## config.mk

```make
export PLATFORM = sky130hd
export DESIGN_NAME = mems_poller
export DESIGN_NICKNAME = d
export VERILOG_FILES = /design/src/rtl/mems_poller_pkg.sv /design/src/rtl/mems_poller_timer.sv /design/src/rtl/mems_poller.sv
export SDC_FILE = /design/constraint.sdc
export NUM_CORES = 1
export LEC_CHECK = 0
export CORE_MARGIN = 3
export CORE_UTILIZATION = 30
export DETAILED_ROUTE_END_ITERATION = 8
export SLEW_MARGIN = 20
export SYNTH_ARGS = -nofsm -noshare
export SYNTH_HDL_FRONTEND = slang
export SYNTH_HIERARCHICAL = 1
export SYNTH_SLANG_ARGS = --single-unit
```

## constraint.sdc

```tcl
create_clock -name i_clk -period 2.57 [get_ports i_clk]
set_clock_uncertainty 0.05 [all_clocks]
set_input_delay 0.6425 -clock i_clk [delete_from_list [all_inputs] [get_ports i_clk]]
set_output_delay 0.6425 -clock i_clk [all_outputs]
set_load 0.02 [all_outputs]
```

## src/rtl/mems_poller_pkg.sv

```systemverilog
// mems_poller_pkg: register map, FSM encoding and master address helper shared by the poller
package mems_poller_pkg;

    localparam logic [1:0] REG_CTRL   = 2'd0;
    localparam logic [1:0] REG_STATUS = 2'd1;
    localparam logic [1:0] REG_XY     = 2'd2;
    localparam logic [1:0] REG_Z      = 2'd3;

    // controller address prefix: read access, 16-bit transfer
    localparam logic [1:0] MW_PREFIX  = 2'b11;

    typedef enum logic [2:0] {
        ST_IDLE,
        ST_CMD,
        ST_CACK,
        ST_WDONE,
        ST_RD,
        ST_RACK,
        ST_PUB
    } state_t;

    function automatic logic [7:0] mw_addr(input logic [5:0] base, input logic [1:0] axis);
        return {MW_PREFIX, base + {3'b0, axis, 1'b0}};
    endfunction

endpackage

```

## src/rtl/mems_poller_timer.sv

```systemverilog
// poll_timer: prescaler plus rate counter, one tick every (rate+1)*2^LGPRE clocks while enabled
module poll_timer #(
    parameter int LGPRE = 8
) (
    input  logic        clk,
    input  logic        rst_n,
    input  logic        en,
    input  logic        load,
    input  logic [15:0] rate,
    output logic        tick
);

    logic [LGPRE-1:0] pre;
    logic [15:0]      cnt;

    assign tick = en && (&pre) && (cnt == rate);

    always_ff @(posedge clk or negedge rst_n) begin
        if (!rst_n) begin
            pre <= '0;
            cnt <= '0;
        end else if (load || tick) begin
            pre <= '0;
            cnt <= '0;
        end else if (en) begin
            pre <= pre + LGPRE'(1);
            cnt <= (&pre) ? cnt + 16'd1 : cnt;
        end
    end

endmodule

```

## src/rtl/mems_poller.sv

```systemverilog
// mems_poller: periodic X/Y/Z sampler mastering the MEMS SPI controller bus,
// publishing each complete triple atomically to a 4-word CPU slave port.
module mems_poller
    import mems_poller_pkg::*;
#(
    parameter int         LGPRE   = 8,
    parameter logic [5:0] X_REG   = 6'h28,
    parameter int         TIMEOUT = 4095
) (
    input  logic        i_clk,
    input  logic        i_reset_n,
    input  logic        i_wb_cyc,
    input  logic        i_wb_stb,
    input  logic        i_wb_we,
    input  logic [1:0]  i_wb_addr,
    input  logic [31:0] i_wb_data,
    output logic        o_wb_ack,
    output logic        o_wb_stall,
    output logic [31:0] o_wb_data,
    output logic        o_mw_cyc,
    output logic        o_mw_stb,
    output logic        o_mw_we,
    output logic [7:0]  o_mw_addr,
    output logic [31:0] o_mw_data,
    input  logic        i_mw_ack,
    input  logic        i_mw_stall,
    input  logic [31:0] i_mw_data,
    input  logic        i_mems_done,
    output logic        o_int
);

    state_t            state, nxt;
    logic              en, trig, err, fresh, abort;
    logic [15:0]       rate, seq;
    logic [7:0]        ovr;
    logic [1:0]        axis;
    logic [11:0]       to_cnt;
    logic [2:0][15:0]  shadow, vis;
    logic              tick, start, idle, stop, to_exp, pub;
    logic              wr, rd, ctrl_wr, stat_wr, z_rd, abort_set;
    logic [31:0]       rdata;
    logic              unused;

    assign unused    = ^{i_wb_data[15:2], i_mw_data[31:16]};
    assign wr        = i_wb_cyc && i_wb_stb && i_wb_we;
    assign rd        = i_wb_cyc && i_wb_stb && !i_wb_we;
    assign ctrl_wr   = wr && (i_wb_addr == REG_CTRL);
    assign stat_wr   = wr && (i_wb_addr == REG_STATUS);
    assign z_rd      = rd && (i_wb_addr == REG_Z);
    assign idle      = (state == ST_IDLE);
    assign start     = tick || trig;
    // clearing en only aborts a sequence that was running with en set
    assign abort_set = ctrl_wr && !i_wb_data[0] && en && !idle;
    assign stop      = abort || abort_set;
    assign pub       = (state == ST_PUB) && !stop;

    poll_timer #(.LGPRE(LGPRE)) u_timer (
        .clk   (i_clk),
        .rst_n (i_reset_n),
        .en    (en),
        .load  (ctrl_wr),
        .rate  (rate),
        .tick  (tick)
    );

    always_comb begin
        nxt    = state;
        to_exp = 1'b0;
        case (state)
            ST_IDLE:  nxt = start ? ST_CMD : ST_IDLE;
            ST_CMD:   nxt = i_mw_stall ? ST_CMD : ST_CACK;
            ST_CACK:  nxt = !i_mw_ack ? ST_CACK : stop ? ST_IDLE : ST_WDONE;
            ST_WDONE: begin
                to_exp = !stop && !i_mems_done && (to_cnt == 12'(TIMEOUT));
                nxt    = (stop || to_exp) ? ST_IDLE : i_mems_done ? ST_RD : ST_WDONE;
            end
            ST_RD:    nxt = i_mw_stall ? ST_RD : ST_RACK;
            ST_RACK:  nxt = !i_mw_ack ? ST_RACK : stop ? ST_IDLE : (axis == 2'd2) ? ST_PUB : ST_CMD;
            ST_PUB:   nxt = ST_IDLE;
            default:  nxt = ST_IDLE;
        endcase
    end

    always_ff @(posedge i_clk or negedge i_reset_n) begin
        if (!i_reset_n) begin
            state  <= ST_IDLE;
            axis   <= '0;
            to_cnt <= '0;
            abort  <= 1'b0;
            shadow <= '0;
        end else begin
            state  <= nxt;
            to_cnt <= (state == ST_WDONE) ? to_cnt + 12'd1 : '0;
            abort  <= idle ? 1'b0 : stop;
            if (idle)
                axis <= '0;
            else if (state == ST_RACK && i_mw_ack) begin
                shadow[axis] <= i_mw_data[15:0];
                axis         <= axis + 2'd1;
            end
        end
    end

    always_ff @(posedge i_clk or negedge i_reset_n) begin
        if (!i_reset_n) begin
            en    <= 1'b0;
            trig  <= 1'b0;
            rate  <= '0;
            err   <= 1'b0;
            ovr   <= '0;
            fresh <= 1'b0;
            seq   <= '0;
            vis   <= '0;
        end else begin
            en    <= ctrl_wr ? i_wb_data[0] : en;
            rate  <= ctrl_wr ? i_wb_data[31:16] : rate;
            trig  <= ctrl_wr && i_wb_data[1];
            err   <= to_exp || (err && !stat_wr);
            ovr   <= stat_wr ? '0 : (start && !idle && !stop && ovr != 8'hFF) ? ovr + 8'd1 : ovr;
            fresh <= pub ? 1'b1 : z_rd ? 1'b0 : fresh;
            seq   <= pub ? seq + 16'd1 : seq;
            vis   <= pub ? shadow : vis;
        end
    end

    always_comb begin
        rdata = (i_wb_addr == REG_CTRL)   ? {rate, 14'b0, trig, en} :
                (i_wb_addr == REG_STATUS) ? {16'b0, ovr, 5'b0, err, fresh, !idle} :
                (i_wb_addr == REG_XY)     ? {vis[1], vis[0]} : {seq, vis[2]};
    end

    always_ff @(posedge i_clk or negedge i_reset_n) begin
        if (!i_reset_n) begin
            o_wb_ack  <= 1'b0;
            o_wb_data <= '0;
        end else begin
            o_wb_ack  <= i_wb_cyc && i_wb_stb;
            o_wb_data <= (i_wb_cyc && i_wb_stb) ? rdata : o_wb_data;
        end
    end

    assign o_wb_stall = 1'b0;
    assign o_mw_cyc   = (state == ST_CMD) || (state == ST_CACK) || (state == ST_RD) || (state == ST_RACK);
    assign o_mw_stb   = (state == ST_CMD) || (state == ST_RD);
    assign o_mw_we    = (state == ST_CMD);
    assign o_mw_addr  = o_mw_cyc ? mw_addr(X_REG, axis) : '0;
    assign o_mw_data  = '0;
    assign o_int      = fresh;

endmodule

```

==> results.py, run 1 <==
metrics = {
    "outcome": {
        "outcome": "finished clean",
    },
    "drt": {
        "drc": 0,
        "drt-initial-drc-count": 262,
        "postRouteAntennaNets": 0,
        "detail_route.wl_per_cell_um": 16.30,
        "firstDrtPassIters": 4,
        "routed_wl_um": 23140,
        "vias_per_cell": 4.589,
        "vias": 6517,
    },
    "clocking": {
        "cts_tree": "yes",
        "cts-htree-levels": 1,
        "numCtsBuffers": 23,
        "postCtsSetupBuffers": 0,
        "clock-sinks": 215,
        "clock_path_buffers": 3,
        "clk_pin_slew_ns": 0.06,
        "clk_latency_ns": 0.52,
        "cts_root_buf": "clkbuf_16",
    },
    "worst_setup_path": {
        "crit_path_end_kind": "primary output",
        "startpoint": "state[2]",
        "arrival_ns": 1.72,
        "required_ns": 1.88,
        "path_class": "flip-flop to primary output",
        "crit_path_max_incr_delay_ns": 0.44,
        "endpoint": "o_mw_addr[3]",
        "r2r-start": "u_timer/cnt[6]",
        "crit_fanout": 7,
        "reg2reg_depth": 10,
        "ff2ff_setup_slack_ns": 0.22,
        "cp_slowest_cell": "dfrtp_1",
        "path_cells": "nor2_2 -> xnor2_2 -> dlygate4sd2_1",
        "rr_endpoint": "ovr[2]",
        "start_kind": "flip-flop",
    },
    "logic_synthesis": {
        "synth_area_per_cell_um2": 12.05,
        "synth_area_leaders": "dfrtp_1, mux2_2, nor2_1",
        "ys_ff_latch": 215,
        "synthAdderAreaFrac": 0.01001,
        "yosysTopAreaCell": "dfrtp_1",
        "synth_xor_xnor_area_share": 0.06044,
        "synth_seq_area_share": 0.5381,
        "ys_warn_count": 6,
        "netlist.area_leader.share": 0.5381,
        "muxShareOfSynthArea": 0.1681,
        "synth-edff-count": 0,
        "syn_inst": 830,
        "synth_ff_type": "dfrtp_1",
        "syn-cell-area_um2": 9998,
        "synthArstFlopShare": 1.000,
        "ys_types": 55,
        "synthSimpleGateAreaFrac": 0.1209,
        "synth-compound-area-share": 0.04780,
        "synth_top_family_by_area": "multiplexers",
    },
    "die": {
        "dieArea_um2": 35550,
        "ioPinCount": 152,
        "fp-row-count": 66,
        "die_width_um": 188.6,
        "die-height_um": 188.6,
        "start_util": 0.3057,
        "core-area_um2": 32700,
    },
    "sta": {
        "rsz0062_at_grt": "no",
        "finalCriticalPeriod_ns": 2.417,
        "slew_viol_final": 0,
        "setup_tns_ns": 0,
        "slew-limit-headroom": 0.5070,
        "final.period_utilization": 0.9405,
        "hold_viol": 0,
        "finalSetupViolCount": 0,
        "max_slew.worst_pin.slew_ns": 0.7380,
        "worst_hold_slack_ns": 0.03495,
        "fmax_ghz": 0.4137,
    },
    "pwr": {
        "power_density_nw_per_um2": 859.9,
        "power_mw": 10.66,
        "irDropWorstVdd_mv": 0.4563,
        "p_leak_nw": 5.611,
    },
    "grt": {
        "grt_pass1_wl_um": 36670,
        "gr-total-overflow": 0,
        "grt_antenna_before_repair": 1,
        "grt_max_degree": 72,
        "grt_pass1_vias": 6625,
        "gr-usage-all-layers": 0.1278,
    },
    "placement": {
        "dpl-instance-area_um2": 11560,
        "io_buffers": 86,
        "hpwl_um": 15950,
        "place_congestion": 0.8105,
    },
    "flow_run": {
        "maxCapViolCount": 0,
    },
    "layout": {
        "fillerInstances": 3180,
        "n_antenna_cell": 0,
        "area_growth_pct": 23.94,
        "most-common-layout-cells": "dfrtp_1, mux2_2, nor2_1",
        "post-route-cell-area_um2": 12390,
        "fin_nets": 1043,
        "drive_above_1_share": 0.2607,
        "layout_commonest_cell": "dfrtp_1",
    },
    "hold_path": {
        "min_path_type": "input port to async pin",
    },
}
[how the worst min path moves through the flow]
stage / from / endpoint / slack (ns) / depth (start not counted)
final: i_reset_n / o_wb_data[12] / 0.03 / 1
after global routing: i_reset_n / o_wb_data[12] / 0.06 / 1
after CTS: i_reset_n / u_timer/pre[5] / 0.04 / 1
after detailed placement: o_wb_data[4] / o_wb_data[4] / 0.42 / 2
after global placement: o_wb_data[4] / o_wb_data[4] / 0.42 / 2
after floorplan: i_reset_n / abort / 0.30 / 0
[registers in the layout, summed over array words and instances (netlist names)]
signal / flops
rate: 16
state: 3
u_timer/pre: 8
o_int: 1
o_wb_data: 32
abort: 1
err: 1
to_cnt: 12
shadow: 48
axis: 2
trig: 1
seq: 16
o_wb_ack: 1
u_timer/cnt: 16
ovr: 8
vis: 48
en: 1
[synthesized netlist by cell type, drive strengths merged (8+ instances only)]
master and n:
dfrtp 215, mux2 139, nor2 106, buf 57
nand2 41, xor2 36, xnor2 33, a221oi 25
clkbuf 18, nand3 18, nor3 13, inv 12
nand4 12, o21ai 11, nor4 9, ha 8
[what timing repair did]
action | CTS | global route
cloned | 0 | 2
hold endpoints to repair | 0 | 0
hold buffers | 0 | 0
pin swaps | 0 | 3
resized for setup | 11 | 6
setup endpoints to repair | 9 | 58
[worst max-delay path: cells and delay by family (launching register included)]
family	cells	cell delay, ns
flip-flops	1	0.44
buffers and inverters	1	0.38
XOR/XNOR	1	0.18
AND/OR/NAND/NOR	1	0.20
[stage by stage]
step	setup WS (ns)	std cells	util
after floorplan	0.001730	864	-
after global placement	-0.3304	1376	0.3536
after detailed placement	-0.3414	1376	0.3536
after CTS	0.01544	1418	0.3783
after global routing	0.02090	1420	0.3789
final	0.1530	1420	0.3789
[per-layer routing]
metal  up-vias  GRT usage  routed length [um]
met5         -          0                  13
met4         2    0.02950                 454
met2       123     0.2064               10650
met3        28    0.02791                1126
li1       3089          -                   -
met1      3275     0.1765               10900
[kinds of logic after synthesis]
group	Yosys count
DFF	215
AOI/OAI and AO/OA	60
adders and majority gates	8
muxes	148
other	1
and+or+nand+nor	242
buffers and inverters	87
xor gates and xnor gates	69
[final cells by class]
cell class	count	area, um^2	area share
inverters	12	45.04	0.003635
well taps	442	553.0	0.04463
flip-flops and latches	215	5380	0.4342
clock inverters	5	90.09	0.007270
multi-input cells	564	4247	0.3427
clock buffers	37	718.2	0.05796
repair buffers	145	1359	0.1097
[where the power goes]
| group | total (mW) | switching, mW | leakage (nW) | internal (mW) |
|---|---|---|---|---|
| Sequential | 4.56 | 0.494 | 2.81 | 4.07 |
| Combinational | 2.62 | 1.33 | 2.40 | 1.29 |
| Clock | 3.48 | 1.36 | 0.400 | 2.12 |
| Total | 10.7 | 3.18 | 5.61 | 7.48 |
(Power assumes the default switching activity.)
==> run 2, diff against run 1 <==
- GPL_ROUTABILITY_DRIVEN: default -> 0
==> results of run 2 <==
Final layout, timing and power as in run 1 (identical DEF).
